$ cat src/rtl/imem_loader_pkg.sv
// Shared definitions for the instruction-memory boot loader: FSM state
// encodings and default program capacity.
package imem_loader_pkg;

  typedef enum logic [1:0] {
    LD_LOAD = 2'd0,
    LD_HOLD = 2'd1,
    LD_RUN  = 2'd2
  } ld_state_e;

  localparam int DEF_PROG_WORDS = 256;

endpackage

$ cat src/rtl/imem_loader_if.sv
// Valid/ready word stream from the host into the loader; in_last marks the
// final program word.
interface imem_loader_if #(
  parameter int DATA_W = 32
);
  logic              in_valid;
  logic              in_ready;
  logic [DATA_W-1:0] in_data;
  logic              in_last;

  modport master (
    output in_valid,
    output in_data,
    output in_last,
    input  in_ready
  );

  modport slave (
    input  in_valid,
    input  in_data,
    input  in_last,
    output in_ready
  );
endinterface

$ cat src/rtl/imem_loader_timer.sv
// Down-counter that keeps the CPU in reset for a fixed number of cycles after
// the final write; expired goes high once the loaded count has drained.
module imem_loader_timer #(
  parameter int HOLD = 4
) (
  input  logic clk,
  input  logic reset,
  input  logic load,
  output logic expired
);
  localparam int CNT_W = $clog2(HOLD + 1);

  logic [CNT_W-1:0] cnt_reg;

  always_ff @(posedge clk or negedge reset) begin
    if (!reset) begin
      cnt_reg <= '0;
    end else if (load) begin
      cnt_reg <= CNT_W'(HOLD);
    end else if (cnt_reg != '0) begin
      cnt_reg <= cnt_reg - CNT_W'(1);
    end
  end

  assign expired = (cnt_reg == '0);
endmodule

$ cat src/rtl/imem_loader.sv
// Boot-time writer for the CPU instruction memory: streams host words into
// consecutive imem addresses while holding the CPU in reset, then releases it.
module imem_loader
  import imem_loader_pkg::*;
#(
  parameter int ADDR_W     = 8,
  parameter int DATA_W     = 32,
  parameter int PROG_WORDS = DEF_PROG_WORDS,
  parameter int RESET_HOLD = 4
) (
  input  logic              clk,
  input  logic              reset,
  imem_loader_if.slave      host,
  input  logic              reload,
  output logic              imem_we,
  output logic [ADDR_W-1:0] imem_addr,
  output logic [DATA_W-1:0] imem_wdata,
  output logic              cpu_rst,
  output logic              done,
  output logic [ADDR_W:0]   words_loaded,
  output logic              err_overflow
);
  localparam logic [ADDR_W:0] LAST_PTR = (ADDR_W + 1)'(PROG_WORDS - 1);

  ld_state_e       state_reg, state_next;
  logic [ADDR_W:0] wr_ptr_reg;
  logic            accept;
  logic            at_limit;
  logic            hold_load;
  logic            hold_expired;

  assign host.in_ready = (state_reg == LD_LOAD);
  assign accept        = host.in_valid & host.in_ready;
  assign at_limit      = (wr_ptr_reg == LAST_PTR);
  assign words_loaded  = wr_ptr_reg;

  imem_loader_timer #(
    .HOLD (RESET_HOLD)
  ) u_timer (
    .clk     (clk),
    .reset   (reset),
    .load    (hold_load),
    .expired (hold_expired)
  );

  always_ff @(posedge clk or negedge reset) begin
    if (!reset) begin
      state_reg <= LD_LOAD;
    end else begin
      state_reg <= state_next;
    end
  end

  // The timer is armed on the final accept so HOLD spans RESET_HOLD+1 edges.
  always_comb begin
    state_next = state_reg;
    hold_load  = 1'b0;
    case (state_reg)
      LD_LOAD: begin
        if (accept && (host.in_last || at_limit)) begin
          state_next = LD_HOLD;
          hold_load  = 1'b1;
        end
      end
      LD_HOLD: begin
        if (hold_expired) begin
          state_next = LD_RUN;
        end
      end
      LD_RUN: begin
        if (reload) begin
          state_next = LD_LOAD;
        end
      end
      default: state_next = LD_LOAD;
    endcase
  end

  always_ff @(posedge clk or negedge reset) begin
    if (!reset) begin
      imem_we      <= 1'b0;
      imem_addr    <= '0;
      imem_wdata   <= '0;
      wr_ptr_reg   <= '0;
      cpu_rst      <= 1'b1;
      done         <= 1'b0;
      err_overflow <= 1'b0;
    end else begin
      imem_we <= accept;
      if (accept) begin
        imem_addr  <= wr_ptr_reg[ADDR_W-1:0];
        imem_wdata <= host.in_data;
        wr_ptr_reg <= wr_ptr_reg + (ADDR_W + 1)'(1);
      end
      // A full memory without in_last means the host program was truncated.
      if (accept && at_limit && !host.in_last) begin
        err_overflow <= 1'b1;
      end
      if (state_reg == LD_HOLD && hold_expired) begin
        cpu_rst <= 1'b0;
        done    <= 1'b1;
      end
      if (state_reg == LD_RUN && reload) begin
        cpu_rst    <= 1'b1;
        done       <= 1'b0;
        wr_ptr_reg <= '0;
      end
    end
  end
endmodule
$ cat src/flat_wrapper.sv
// flat-port wrapper written by rule: the top's interface ports become plain ports
module imem_loader_flat import imem_loader_pkg::*;
#(
  parameter int ADDR_W     = 8,
  parameter int DATA_W     = 32,
  parameter int PROG_WORDS = DEF_PROG_WORDS,
  parameter int RESET_HOLD = 4
)
  (clk, reset, reload, imem_we, imem_addr, imem_wdata, cpu_rst, done, words_loaded, err_overflow, host_in_valid, host_in_data, host_in_last, host_in_ready);
  imem_loader_if #(.DATA_W(DATA_W)) host_i ();
  input  logic clk;
  input  logic reset;
  input  logic reload;
  output logic imem_we;
  output logic [ADDR_W-1:0] imem_addr;
  output logic [DATA_W-1:0] imem_wdata;
  output logic cpu_rst;
  output logic done;
  output logic [ADDR_W:0] words_loaded;
  output logic err_overflow;
  input wire logic [$bits(host_i.in_valid)-1:0] host_in_valid;
  input wire logic [$bits(host_i.in_data)-1:0] host_in_data;
  input wire logic [$bits(host_i.in_last)-1:0] host_in_last;
  output wire logic [$bits(host_i.in_ready)-1:0] host_in_ready;
  assign host_i.in_valid = host_in_valid;
  assign host_i.in_data = host_in_data;
  assign host_i.in_last = host_in_last;
  assign host_in_ready = host_i.in_ready;
  imem_loader #(.ADDR_W(ADDR_W), .DATA_W(DATA_W), .PROG_WORDS(PROG_WORDS), .RESET_HOLD(RESET_HOLD)) u_core (.clk(clk), .reset(reset), .host(host_i), .reload(reload), .imem_we(imem_we), .imem_addr(imem_addr), .imem_wdata(imem_wdata), .cpu_rst(cpu_rst), .done(done), .words_loaded(words_loaded), .err_overflow(err_overflow));
endmodule
$ cat config.mk
export PLATFORM = sky130hd
export DESIGN_NAME = imem_loader_flat
export DESIGN_NICKNAME = d
export VERILOG_FILES = /design/src/rtl/imem_loader_pkg.sv /design/src/rtl/imem_loader_if.sv /design/src/rtl/imem_loader_timer.sv /design/src/rtl/imem_loader.sv /design/src/flat_wrapper.sv
export SDC_FILE = /design/constraint.sdc
export NUM_CORES = 1
export LEC_CHECK = 0
export CAP_MARGIN = 20
export CORE_MARGIN = 5
export CORE_UTILIZATION = 39
export CTS_CLUSTER_SIZE = 28
export DETAILED_ROUTE_END_ITERATION = 16
export GPL_TIMING_DRIVEN = 0
export HOLD_SLACK_MARGIN = 0.15
export PLACE_DENSITY_LB_ADDON = 0.12
export SYNTH_ARGS = -nofsm -noshare
export SYNTH_HDL_FRONTEND = slang
export SYNTH_HIERARCHICAL = 1
export SYNTH_SLANG_ARGS = --single-unit
$ cat constraint.sdc
create_clock -name clk -period 1.8 [get_ports clk]
set_input_delay 0.27 -clock clk [delete_from_list [all_inputs] [get_ports clk]]
set_output_delay 0.27 -clock clk [all_outputs]
set_load 0.01 [all_outputs]
## Word level (Yosys, flattened, before mapping)

Index checks and enable logic that the tools add are counted.
W data, S select, Z words.

- Register bits: 58
- Latch bits: 0
- Memory bits (writable): 0
- ROM bits: 0
- Input port bits: 37
- Output and inout bits: 54
- Word-level logic and storage cells: 46
- Memories kept: 0

- $add $sub $neg: 2
- Multiply operators: 0
- Div/mod/pow operators: 0
- Order comparisons: 0
- Eq/ne operators: 6
- Shift operators: 0
- Mux-type cells: 14
- Bitwise gates (word level): 1
- Reduce and logical (&&, ||, !) cells: 14

Operators with widths:

| operator | number |
|---|---|
| $mux W9 | 2 |
| $add A9 B1 Y9 const B | 1 |
| $eq A9 B8 Y1 const B | 1 |
| $mux W1 | 6 |
| $mux W2 | 3 |
| $mux W3 | 2 |
| $pmux W2 S3 | 1 |
| $reduce_bool A2 Y1 | 3 |
| $logic_and A1 B1 Y1 | 5 |
| $ne A2 B2 Y1 const B | 2 |
| $logic_not A3 Y1 | 1 |
| $reduce_and A3 Y1 | 1 |
| $reduce_bool A3 Y1 | 1 |
| $sub A3 B1 Y3 const B | 1 |
| $eq A2 B1 Y1 const B | 1 |
| $eq A2 B2 Y1 const B | 1 |
| $logic_not A2 Y1 | 1 |
| $ne A2 B1 Y1 const B | 1 |
| $and A1 B1 Y1 | 1 |
| $logic_not A1 Y1 | 1 |
| $logic_or A1 B1 Y1 | 1 |

## Depth between registers and ports, before layout

Gate-level depths: netlist (run 1).

- Depth in word-level cells: 6
- Depth in mapped cells: 8
- Mapped depth without buffers: 8

## Hierarchy

Netlist (run 1), hierarchy kept.

By module, submodules not included:

| module | times used | cells an instance | area each (µm²) | sequential area each (µm²) |
|---|---|---|---|---|
| imem_loader | 1 | 244 | 2,214.6 | 1,377.6 |
| imem_loader_timer | 1 | 16 | 183.9 | 75.1 |

## Worst setup path before layout (run 1)

OpenSTA, ideal clock, no wires.

- Path type: register to register
- Start: register u_core.state_reg[0]
- End: register u_core.u_timer.cnt_reg[0]
- Setup time: 0.125 ns
- Data arrival time: 1.714 ns
- Required time: 1.675 ns
- Slack: -0.039 ns
- Cell stages (with the launch flop): 8
- Buffers on the path: 3
- Period minus slack after synthesis: 1.839 ns
- Cells stage by stage: dfrtp_1 buf_6 or3b_1 buf_2 clkbuf_1 nor2_1 nor2b_1 mux2_4

- Cells in the longest elaborated chain, start to end: 6
- Elaborated cells between the ends (all ways): 7
- Classes of those cells: mux (3); bitwise (1); reduce/logical (3)

Ends and longest elaborated chain:

| item | RTL line | text |
|---|---|---|
| from (decl) | imem_loader.sv:25 | `ld_state_e state_reg, state_next;` |
| from (signal assigned) | imem_loader.sv:50 | `state_reg <= state_next;` |
| $logic_not A2 Y1 * | imem_loader.sv:32, imem_loader.sv:58 |  |
| $and A1 B1 Y1 | imem_loader.sv:33 | `assign accept = host.in_valid & host.in_ready;` |
| $logic_and A1 B1 Y1 | imem_loader.sv:60 | `if (accept && (host.in_last \|\| at_limit)) begin` |
| $mux W1 | imem_loader.sv:60 |  |
| $mux W1 * | imem_loader.sv:58 | `case (state_reg)` |
| via u_core.hold_load | imem_loader.sv:29 | `logic hold_load;` |
| $mux W3 or $reduce_bool A2 Y1 (tied branches) | n/a |  |
| to (signal assigned) | imem_loader_timer.sv:19 | `cnt_reg <= CNT_W'(HOLD);` |
| to (signal assigned) | imem_loader_timer.sv:21 | `cnt_reg <= cnt_reg - CNT_W'(1);` |
| to (decl) | imem_loader_timer.sv:13 | `logic [CNT_W-1:0] cnt_reg;` |

The timed path passes the listed nets; every way through them passes the cells marked *.
A chain may end at the register's enable or synchronous reset.

## Worst setup path in the final report (run 1)

- Start: register u_core.state_reg[1]
- End: register u_core.u_timer.cnt_reg[0]

Same word-level chain as after synthesis.

==> metrics.md, run 1 <==
| Metric | Value |
|---|---|
| Outcome | `finished clean` |
| Max-cap violations | `0` |
| Synth Cell Area | `0.00240 mm2` |
| Clk_skew | `roughly 6 ps` |
| Reg2Reg Setup Slack | `40 ps` |
| Routability congestion estimate | `0.788` |
| CP max FO | `10` |
| Die Ht | `88.4 um` |
| Total number of vias | `2079` |
| Hold Crit Start | `u_core/imem_wdata[26]` |
| Distinct cells, synth | `32` |
| Worst hold path class | `flop to flop` |
| Worst setup margin | `42.8 ps` |
| Pre-CTS WS | `-448 ps` |
| Avg Synthesized Cell Area | `9.23 um2` |
| Final Hold Fails | `0` |
| Via-per-instance ratio | `4.67` |
| Power per cell area | `around 1700 mW/mm2` |
| Final worst-path cycle share | `97.6%` |
| Metal2 WL | `2.83 mm` |
| Pleak | `1.75 nW` |
| Diodes inserted | `0` |
| CTS tree | `built` |
| Initial core utilization | `between 40 and 50%` |
| Placed Area | `0.00341 mm2` |
| Met3 routed WL | `474 um` |
| Largest net degree at the start of global routing | `33` |
| Routed Wire Length | `between 6 and 7 mm` |
| Setup crit start kind | `flop` |
| Post-synthesis instance total | `260` |
| Initial antenna violation count | `0` |
| HPWL after detailed placement | `4.34 mm` |
| Non-Filler Instances | `approximately 450` |
| Worst relative slew slack | `57.4%` |
| Row count | `28` |
| Post-layout minimum cycle time | `~1800 ps` |
| Worst R2R Path Depth | `6` |
| Gr ovfl total | `0` |
| RR Startpoint | `u_core/state_reg[1]` |
| Register area share after synthesis | `60.6%` |
| Design area | `0.00365 mm2` |
| Num CTS Buffers | `9` |
| 1st-iter DRT viols | `64` |
| FMAX | `about 570 MHz` |
| Vias in the first global route | `2097` |
| Die Width | `88.4 um` |
| GRT Util Overall | `around 17%` |
| Clock transition at the registers of the reported paths | `roughly 60 ps` |
| WL per Instance | `13.8 um` |
| Syn_nets | `301` |
| Worst r2r dst | `u_core/u_timer/cnt_reg[0]` |
| Clock sink total | `between 50 and 60` |
| FF+latch count, synth | `58` |
| Clk_lat worst skew | `roughly 320 ps` |
| DRC viols | `0` |
| Data required, critical path | `2010 ps` |
| Worst Setup End Kind | `flop` |
| Drt first pass iters | `4` |
| Design Power | `0.00623 W` |
| Core area | `between 0.005 and 0.006 mm2` |
| Crit path DAT | `1970 ps` |
| Placed instance count | `426` |
| Syn. warnings | `6` |
| # H-tree levels | `3` |
| Hold Path Depth | `2` |
| First-pass GRT wire length | `10.1 mm` |
| Final setup vio count | `0` |
| Number of I/O pins | `91` |
| WL met1 | `2.71 mm` |
| Share of cells above drive strength 1 | `10.8%` |
| Antenna-violating nets left | `0` |
| Final max-slew violation count | `0` |
| Die area | `0.00782 mm2` |
| IO Port Bufs | `90` |
| Synth-to-Final Area Change | `52.4%` |
| Root Buffer | `clkbuf_8` |
| RSZ-0062 raised after global routing | `true` |
| Max reg flops | `32` |
| Hold path endpoint | `u_core/imem_wdata[26]` |
| Biggest register | `u_core/imem_wdata` |
| Crit Path Class | `flop to flop` |
| Clock Tree Buf Depth | `2` |
| Top Metal Used | `met4` |
| NumNets Final | `406` |
| Slew @ Worst Pin | `638 ps` |
| Peak supply drop | `between 800 and 900 uV` |
[worst max-delay path, stage by stage (launching register included)]
cell and delay, ps:
dfrtp_1 460, or3b_4 450, buf_6 150, buf_8 140
nor2_4 130, nor2_1 50, mux2_4 260
[metal layers]
| metal | global-route usage [%] | vias to the layer above |
|---|---|---|
| li1 | - | 1037 |
| met1 | 21.3 | 972 |
| met4 | 7.83 | 0 |
| met5 | 0 | - |
| met3 | 5.21 | 9 |
| met2 | 26.7 | 61 |
[cell type report]
| cell class | instances | area [um2] |
|---|---|---|
| Buffer | 11 | 73.8 |
| Sequential cell | 58 | 1460 |
| Fill cell | 524 | 2300 |
| Tap cell | 75 | 93.8 |
| Clock buffer | 14 | 173 |
| Multi-Input combinational cell | 184 | 883 |
| Inverter | 7 | 26.3 |
| Clock inverter | 2 | 10.0 |
| Timing Repair Buffer | 94 | 938 |
[per-stage QoR]
| stage | setup TNS [ps] | hold WS (ps) | util (%) |
|---|---|---|---|
| detailed placement | -6990 | 338 | 57.3 |
| finish | 0 | 471 | 61.4 |
| floorplan | 0 | -25.6 | - |
| global route | -20.3 | 464 | 61.4 |
| CTS | 0 | 458 | 60.8 |
| global placement | -91260 | 457 | 57.0 |
[Yosys cell counts]
cell | number | area share (%)
a211o_1 | 1 | 0.37
a21oi_1 | 6 | 1.3
a31o_2 | 1 | 0.37
buf_2 | 6 | 1.3
buf_6 | 1 | 0.47
clkbuf_1 | 4 | 0.63
dfrtp_1 | 57 | 59
dfstp_2 | 1 | 1.1
ha_1 | 4 | 2.1
inv_1 | 6 | 0.94
inv_2 | 1 | 0.16
mux2_2 | 1 | 0.47
mux2_4 | 1 | 0.63
mux2i_1 | 1 | 0.42
nand2_1 | 127 | 20
nand2b_1 | 1 | 0.26
nand3_1 | 5 | 1.0
nand3b_1 | 1 | 0.31
nand4_1 | 2 | 0.52
nand4bb_1 | 1 | 0.47
nor2_1 | 11 | 1.7
nor2b_1 | 3 | 0.78
nor2b_4 | 1 | 0.57
o21ai_0 | 5 | 1.0
o22ai_1 | 1 | 0.26
o311ai_0 | 1 | 0.37
o31ai_1 | 3 | 0.94
o41ai_1 | 1 | 0.37
or3_1 | 2 | 0.52
or3b_1 | 1 | 0.37
or4_1 | 2 | 0.63
xnor2_1 | 1 | 0.37
[timing repair]
action / 4_1_cts / 5_1_grt
hold buffers: 1 / 0
pin swaps: 1 / 2
gates resized for setup: 5 / 10
buffers inserted: 0 / 1
cloned: 0 / 1
endpoints found under the hold margin: 25 / 0
setup endpoints to repair: 3 / 20
[worst max path at each step]
stage | startpoint | to | slack (ps) | cells past startpoint
after floorplan | u_core/state_reg[0] | u_core/u_timer/cnt_reg[0] | 5 | 7
after detailed placement | host_in_valid | u_core/u_timer/cnt_reg[0] | -450 | 7
after CTS | u_core/state_reg[0] | u_core/u_timer/cnt_reg[0] | 7 | 7
after global placement | reset | u_core/imem_wdata[14] | -1480 | 1
after global routing | u_core/words_loaded[0] | u_core/u_timer/cnt_reg[1] | -10 | 8
final | u_core/state_reg[1] | u_core/u_timer/cnt_reg[0] | 40 | 6
[where the power goes]
part / switching (W) / internal, W / leakage [nW]
clock: 0.000480 / 0.000609 / 0.0965
combinational: 0.00131 / 0.00152 / 0.926
sequential: 0.000410 / 0.00190 / 0.727
[cells by family (layout without fill, tap and decap cells)]
logic type	count (synthesis)	count (layout)	synth area share (%)
compound gates	19	19	4.96
mux	3	3	1.51
flops	58	58	60.6
fa+ha+maj	4	4	2.09
buf+inv	18	128	3.44
xor+xnor	1	1	0.365
simple gates	157	157	27.1
[placed cells by master (no fill, tap or decap), types with 3 or more instances in the layout]
cell / instances
dfrtp_2: 3
nand3_1: 5
clkdlybuf4s50_1: 89
nor2_1: 9
buf_2: 7
clkbuf_1: 5
o21ai_0: 5
clkbuf_8: 12
nor2b_1: 3
inv_1: 6
ha_1: 3
dfrtp_1: 54
a21oi_1: 6
nand2_1: 127
Power figures use the tool's default switching activity.
==> run 2, diff against run 1 <==
--- a/config.mk
+++ b/config.mk
@@ -7,8 +7,7 @@
 export LEC_CHECK = 0
 export CAP_MARGIN = 20
 export CORE_MARGIN = 5
-export CORE_UTILIZATION = 39
-export CTS_CLUSTER_SIZE = 28
+export CORE_UTILIZATION = 44
 export DETAILED_ROUTE_END_ITERATION = 16
 export GPL_TIMING_DRIVEN = 0
 export HOLD_SLACK_MARGIN = 0.15
==> constraint.sdc (replaced) <==
create_clock -name clk -period 1.7 [get_ports clk]
set_input_delay 0.255 -clock clk [delete_from_list [all_inputs] [get_ports clk]]
set_output_delay 0.255 -clock clk [all_outputs]
set_load 0.01 [all_outputs]
==> metrics.md, run 2 (synthesized netlist as in run 1, its figures left out) <==
| Metric | Value |
|---|---|
| Outcome | `finished clean (unchanged)` |
| RSZ-0062 raised after global routing | `true (unchanged)` |
| Clock transition at the registers of the reported paths | `60 ps (about the same)` |
| Routed Wire Length | `6.13 mm (was 6.12 mm)` |
| Commonest non-fill, non-tap cell in the layout | `nand2_1 (unchanged)` |
| Routability congestion estimate | `0.794 (was 0.788)` |
| CTS tree | `built (unchanged)` |
| Root Buffer | `clkbuf_8 (unchanged)` |
| Placed Area | `0.00341 mm2 (about the same)` |
| Diodes inserted | `0 (unchanged)` |
| Number of I/O pins | `91 (unchanged)` |
| Max-cap violations | `0 (unchanged)` |
| Core area | `0.00520 mm2 (was 0.00596 mm2)` |
| Clock Tree Buf Depth | `2 (unchanged)` |
| HPWL after detailed placement | `4.19 mm (was 4.34 mm)` |
| Worst Setup End Kind | `flop (unchanged)` |
| Pleak | `1.79 nW (was 1.75 nW)` |
| Final worst-path cycle share | `98.4% (was 97.6%)` |
| Initial antenna violation count | `0 (unchanged)` |
| IO Port Bufs | `90 (unchanged)` |
| CP max stage cell | `or4_1 (was dfrtp_1)` |
| Crit Path Class | `flop to flop (unchanged)` |
| Crit path largest cell delay | `500 ps (was 460 ps)` |
| Biggest register | `u_core/imem_wdata (unchanged)` |
| Die Ht | `83.8 um (was 88.4 um)` |
| DRC viols | `0 (unchanged)` |
| Drt first pass iters | `4 (unchanged)` |
| Post-layout minimum cycle time | `1670 ps (was 1760 ps)` |
| Gr ovfl total | `0 (unchanged)` |
| Power per cell area | `1840 mW/mm2 (was 1700 mW/mm2)` |
| Row count | `26 (was 28)` |
| Peak supply drop | `1130 uV (was 817 uV)` |
| NumNets Final | `410 (was 406)` |
| Share of cells above drive strength 1 | `15.8% (was 10.8%)` |
| Final Hold Fails | `0 (unchanged)` |
| Clock sink total | `58 (unchanged)` |
| Worst hold path class | `input pin to asynchronous set/reset pin (was flop to flop)` |
| Cell Chain, Critical Path | `buf_6 > or3b_4 > or4_1 > a21oi_1 (was or3b_4 > buf_6 > buf_8 > nor2_4 > nor2_1 > mux2_4)` |
| Total number of vias | `2120 (was 2079)` |
| Final setup vio count | `0 (unchanged)` |
| Data required, critical path | `1930 ps (was 2010 ps)` |
| First-pass GRT wire length | `10.1 mm (about the same)` |
| Clk_lat worst skew | `320 ps (about the same)` |
| Setup crit start kind | `flop (unchanged)` |
| FMAX | `598 MHz (was 569 MHz)` |
| 1st-iter DRT viols | `93 (was 64)` |
| Crit path DAT | `1910 ps (was 1970 ps)` |
| Design area | `0.00377 mm2 (was 0.00365 mm2)` |
| Worst setup margin | `27.1 ps (was 42.8 ps)` |
| GRT Util Overall | `17.9% (was 16.9%)` |
| Synth-to-Final Area Change | `57.3% (was 52.4%)` |
| WL per Instance | `13.8 um (about the same)` |
| Setup_tns | `0 ps (unchanged)` |
| Slew @ Worst Pin | `525 ps (was 638 ps)` |
| WHS | `440 ps (was 471 ps)` |
| Die Width | `83.8 um (was 88.4 um)` |
| Pre-CTS WS | `-360 ps (was -448 ps)` |
| Most frequent cells in the layout | `nand2_1, clkdlybuf4s50_1, dfrtp_1 (unchanged)` |
| # H-tree levels | `3 (unchanged)` |
| Final max-slew violation count | `0 (unchanged)` |
| Initial core utilization | `46.1% (was 40.3%)` |
| Antenna-violating nets left | `0 (unchanged)` |
| CP max FO | `8 (was 10)` |
| Max reg flops | `32 (unchanged)` |
| Clk_skew | `8.82 ps (was 5.94 ps)` |
| Num CTS Buffers | `9 (unchanged)` |
| Via-per-instance ratio | `4.77 (was 4.67)` |
| Worst relative slew slack | `65.0% (was 57.4%)` |
| Vias in the first global route | `2123 (was 2097)` |
| Largest net degree at the start of global routing | `38 (was 33)` |
| Die area | `0.00703 mm2 (was 0.00782 mm2)` |
-- run 2: cell count changes in the layout (fill, tap and decap cells not counted), sizes merged --
cell and change:
clkinv -2, clkinvlp +2, bufinv +1, clkdlybuf4s50 -1, clkbuf +3, dlygate4sd2 +1
-- run 2: metrics by stage --
step                      total power [W]  std cells  util, %
after global placement            0.00533        420     65.3
after floorplan                   0.00380        260        -
after detailed placement          0.00540        421     65.6
final                             0.00695        444     72.5
after global routing              0.00746        444     72.5
after CTS                         0.00688        440     70.9
-- run 2: worst paths after layout --
path	slack [ps]	endpoint	start	cells after the start
setup / recovery	30	u_core/words_loaded[5]	u_core/state_reg[0]	4
hold / removal	440	u_core/done	reset	2
setup reg to reg	30	u_core/words_loaded[5]	u_core/state_reg[0]	4
hold reg to reg	470	u_core/imem_wdata[0]	u_core/imem_wdata[0]	2
max in group asynchronous	660	u_core/words_loaded[5]	reset	3
min in group clk	460	u_core/imem_wdata[2]	host_in_data[2]	3
-- run 2: final cells by class --
class	count	area (um2)
timing repair buffer	99	977
clock inverter	3	45.0
sequential	58	1460
buffer	10	83.8
clock buffer	13	179
inverter	7	26.3
multi-input combinational	184	911
tap	70	87.6
fill	381	1430
-- run 2: report_power, final --
group | internal, W | leakage, nW | switching (W)
clock network | 0.000837 | 0.108 | 0.000530
registers | 0.00202 | 0.720 | 0.000441
logic | 0.00170 | 0.965 | 0.00142
total | 0.00456 | 1.79 | 0.00240
-- run 2: routing by layer --
| layer | part of all wire [%] | up-vias | wire length, um | track usage [%] |
|---|---|---|---|---|
| met5 | 0 | - | 0 | 0 |
| met4 | 2.3 | 0 | 144 | 7.31 |
| met3 | 5.2 | 14 | 319 | 5.03 |
| met2 | 47 | 74 | 2910 | 28.6 |
| met1 | 45 | 977 | 2760 | 22.9 |
| li1 | - | 1055 | - | - |
-- run 2: worst max-delay path: cells and delay by family (launching register included) --
| kind | cells | cell delay [ps] |
|---|---|---|
| simple gates | 2 | 950 |
| flops | 1 | 370 |
| compound gates | 1 | 150 |
| buf+inv | 1 | 120 |
-- run 2: repair_timing --
item / 4_1_cts / 5_1_grt
buffers inserted: 2 / 5
pin swaps: 3 / 4
setup endpoints to repair: 35 / 48
hold endpoints to repair: 20 / 0
hold buffers: 1 / 0
resized for setup: 9 / 23
==> run 3, diff against run 2 <==
--- a/config.mk
+++ b/config.mk
@@ -7,12 +7,11 @@
 export LEC_CHECK = 0
 export CAP_MARGIN = 20
 export CORE_MARGIN = 5
-export CORE_UTILIZATION = 44
+export CORE_UTILIZATION = 43
 export DETAILED_ROUTE_END_ITERATION = 16
 export GPL_TIMING_DRIVEN = 0
 export HOLD_SLACK_MARGIN = 0.15
 export PLACE_DENSITY_LB_ADDON = 0.12
 export SYNTH_ARGS = -nofsm -noshare
 export SYNTH_HDL_FRONTEND = slang
-export SYNTH_HIERARCHICAL = 1
 export SYNTH_SLANG_ARGS = --single-unit
==> metrics.md, run 3 <==
| Metric | Value |
|---|---|
| Outcome | `finished clean (unchanged)` |
| Top post-synthesis cells by count | `nand2_1, dfrtp_1, nor2_1, a21oi_1, o21ai_0 (was nand2_1, dfrtp_1, nor2_1)` |
| Largest family of logic cells by synthesized area | `simple AND/OR/NAND/NOR gates (unchanged)` |
| Clk_lat worst skew | `320 ps (about the same)` |
| Synth Cell Area | `0.00237 mm2 (was 0.00240 mm2)` |
| Internal power | `0.00424 W (was 0.00456 W)` |
| Ys async rst share | `100% (unchanged)` |
| Worst R2R Path Depth | `4 (unchanged)` |
| Pleak | `1.73 nW (was 1.79 nW)` |
| CP Depth | `4 (unchanged)` |
| Worst hold path class | `input pin to asynchronous set/reset pin (unchanged)` |
| Reg2Reg Setup Slack | `60 ps (was 30 ps)` |
| Filler cells | `470 (was 381)` |
| Avg Synthesized Cell Area | `9.09 um2 (was 9.23 um2)` |
| Simple logic cell fraction of the synthesized area | `27.0% (was 27.1%)` |
| Switch share | `35.1% (was 34.5%)` |
| Cell Chain, Critical Path | `or3b_4 > buf_6 > or4_4 > a21oi_2 (was buf_6 > or3b_4 > or4_1 > a21oi_1)` |
| Die Ht | `84.3 um (was 83.8 um)` |
| Top FF cell, synth | `dfrtp_1 (unchanged)` |
| Crit path largest cell delay | `470 ps (was 500 ps)` |
| Synth Area in Adders | `2.11% (was 2.09%)` |
| Commonest non-fill, non-tap cell in the layout | `nand2_1 (unchanged)` |
| WL per Instance | `12.9 um (was 13.8 um)` |
| Clk_skew | `7.04 ps (was 8.82 ps)` |
| Distinct cells, synth | `25 (was 32)` |
| Antenna-violating nets left | `0 (unchanged)` |
| Syn_nets | `302 (was 301)` |
| Final Util | `66.8% (was 72.5%)` |
| Initial antenna violation count | `0 (unchanged)` |
| Final max-slew violation count | `0 (unchanged)` |
| Drt first pass iters | `4 (unchanged)` |
| Routed Wire Length | `5.72 mm (was 6.13 mm)` |
| Routability congestion estimate | `0.702 (was 0.794)` |
| Final worst-path cycle share | `96.3% (was 98.4%)` |
| Die Width | `84.3 um (was 83.8 um)` |
| CTS tree | `built (unchanged)` |
| Top post-synthesis cells by area | `dfrtp_1, nand2_1, ha_1 (unchanged)` |
| NumNets Final | `406 (was 410)` |
| Synth-to-Final Area Change | `53.0% (was 57.3%)` |
| CP max stage cell | `or4_4 (was or4_1)` |
| Clock Tree Buf Depth | `2 (unchanged)` |
| First-pass GRT wire length | `9.72 mm (was 10.1 mm)` |
| Most frequent cells in the layout | `nand2_1, clkdlybuf4s50_1, dfrtp_1 (unchanged)` |
| RR Startpoint | `u_core.state_reg[0] (was u_core/state_reg[0])` |
| Initial core utilization | `43.6% (was 46.1%)` |
| Clock group share of total power | `17.3% (was 19.7%)` |
| # H-tree levels | `3 (unchanged)` |
| Diodes inserted | `0 (unchanged)` |
| Share of cells above drive strength 1 | `10.3% (was 15.8%)` |
| Worst r2r dst | `u_core.words_loaded[5] (was u_core/words_loaded[5])` |
| Number of I/O pins | `91 (unchanged)` |
| Max-cap violations | `0 (unchanged)` |
| Post-synthesis instance total | `261 (was 260)` |
| Clock sink total | `58 (unchanged)` |
| Row count | `27 (was 26)` |
| Final Hold Fails | `0 (unchanged)` |
| Via-per-instance ratio | `4.69 (was 4.77)` |
| Clock transition at the registers of the reported paths | `60 ps (about the same)` |
| Syn. warnings | `0 (was 6)` |
| Max reg flops | `32 (unchanged)` |
| Post-synth EDFFs | `0 (unchanged)` |
| Crit path DAT | `1890 ps (was 1910 ps)` |
| Die area | `0.00711 mm2 (was 0.00703 mm2)` |
| Vias in the first global route | `2036 (was 2123)` |
| Num CTS Buffers | `9 (unchanged)` |
| Post-layout minimum cycle time | `1640 ps (was 1670 ps)` |
| Synth Area in XOR/XNOR | `0.738% (was 0.365%)` |
| Cell with the most instances after synthesis | `nand2_1 (unchanged)` |
| FF+latch count, synth | `58 (unchanged)` |
| Critical Path Sink | `u_core.words_loaded[5] (was u_core/words_loaded[5])` |
| Power per cell area | `1800 mW/mm2 (was 1840 mW/mm2)` |
| Gr ovfl total | `0 (unchanged)` |
| IO Port Bufs | `90 (unchanged)` |
| Comb pwr share | `45.2% (was 45.0%)` |
| Setup crit start | `u_core.state_reg[0] (was u_core/state_reg[0])` |
| Peak supply drop | `938 uV (was 1130 uV)` |
| Register share of total power | `37.5% (was 35.4%)` |
| Core area | `0.00544 mm2 (was 0.00520 mm2)` |
| Compound-gate portion of the synthesized area | `4.59% (was 4.96%)` |
| Design area | `0.00363 mm2 (was 0.00377 mm2)` |
| HPWL after detailed placement | `4.13 mm (was 4.19 mm)` |
| Root Buffer | `clkbuf_8 (unchanged)` |
| FMAX | `611 MHz (was 598 MHz)` |
| Worst relative slew slack | `64.7% (was 65.0%)` |
| RSZ-0062 raised after global routing | `false (was true)` |
| DRC viols | `0 (unchanged)` |
| Worst Setup End Kind | `flop (unchanged)` |
| Placed Area | `0.00338 mm2 (was 0.00341 mm2)` |
| Slew @ Worst Pin | `529 ps (was 525 ps)` |
| CP Buf/Inv Count | `1 (unchanged)` |
| Family with the most delay on the worst path | `simple AND/OR/NAND/NOR gates (unchanged)` |
| Largest net degree at the start of global routing | `38 (unchanged)` |
| GRT Util Overall | `17.2% (was 17.9%)` |
| CP max FO | `5 (was 8)` |
| Total number of vias | `2073 (was 2120)` |
| Register area share after synthesis | `61.2% (was 60.6%)` |
| Mux share of post-synthesis cell area | `0.843% (was 1.51%)` |
| Yosys top cell by area | `dfrtp_1 (unchanged)` |
| Yosys top cell area share | `60.1% (was 59.5%)` |
| Final setup vio count | `0 (unchanged)` |
| Biggest register | `u_core.imem_wdata (was u_core/imem_wdata)` |
| Data required, critical path | `1950 ps (was 1930 ps)` |
| Switch Pwr | `0.00229 W (was 0.00240 W)` |
| Crit Path Class | `flop to flop (unchanged)` |
| Setup crit start kind | `flop (unchanged)` |
| 1st-iter DRT viols | `75 (was 93)` |
run 3: changes by cell type after synthesis, moves of 2 or more:
cell,change
nand2_1,+4
nor2_1,-2
nor2b_1,-3
o21ai_0,+2
run 3: worst reg2reg max path, delay by kind of cell (launching register included):
family                 cells  cell delay [ps]
flip-flops                 1              400
AO/OA/AOI/OAI              1              140
AND/OR/NAND/NOR            2              890
buffers and inverters      1              140
run 3: through the flow:
stage / cells / setup TNS, ps / setup slack, ps / hold WS, ps / total power (W)
CTS: 444 / 0 / 4.60 / 440 / 0.00660
detailed placement: 424 / -9960 / -357 / 263 / 0.00536
floorplan: 261 / 0 / 50.8 / -40.6 / 0.00375
global route: 442 / 0 / 6.45 / 432 / 0.00706
global placement: 423 / -98470 / -1540 / 456 / 0.00528
finish: 442 / 0 / 63.6 / 451 / 0.00652
run 3: area by class of cell:
type	count	area, um2	area share (%)
sequential	58	1460	40.1
clock buffer	14	173	4.76
multi-input combinational	185	863	23.8
buffer	9	62.6	1.72
inverter	6	25.0	0.689
timing repair buffer	96	952	26.2
clock inverter	2	10.0	0.276
tap	72	90.1	2.48
run 3: worst min path at each step:
stage                                     start                endpoint  slack, ps  depth (start not counted)
after floorplan                           reset             u_core.done        -40                          0
after CTS                       host_in_data[4]    u_core.imem_wdata[4]        440                          3
after global placement    u_core.imem_wdata[23]   u_core.imem_wdata[23]        460                          2
final                                     reset  u_core.words_loaded[5]        450                          2
after global routing            host_in_data[4]    u_core.imem_wdata[4]        430                          3
after detailed placement                  reset     u_core.imem_addr[4]        260                          1
run 3: timing repair:
item	CTS	global route
pin swaps	2	2
resized for setup	8	13
setup endpoints to repair	25	45
hold buffers	1	0
endpoints found under the hold margin	20	0
buffers inserted	3	0
cloned	1	0
run 3: metal layers:
layer	GRT usage, %	routed length, um	vias up
met3	6.67	489	8
met4	7.46	80	0
li1	-	-	1042
met2	26.9	2630	64
met5	0	0	-
met1	21.1	2520	959
run 3: cells by family after synthesis:
| family | after synthesis |
|---|---|
| AOI/OAI and AO/OA | 19 |
| xor gates and xnor gates | 2 |
| adders and majority gates | 4 |
| buffers and inverters | 18 |
| DFF | 58 |
| muxes | 2 |
| and+or+nand+nor | 158 |
run 3: power groups by stage:
stage | Sequential (W) | Combinational, W | Clock (W)
floorplan | 0.00267 | 0.00108 | 0
detailed placement | 0.00245 | 0.00291 | 0
CTS | 0.00243 | 0.00299 | 0.00117
finish | 0.00244 | 0.00295 | 0.00113
global route | 0.00255 | 0.00326 | 0.00125
global placement | 0.00242 | 0.00286 | 0
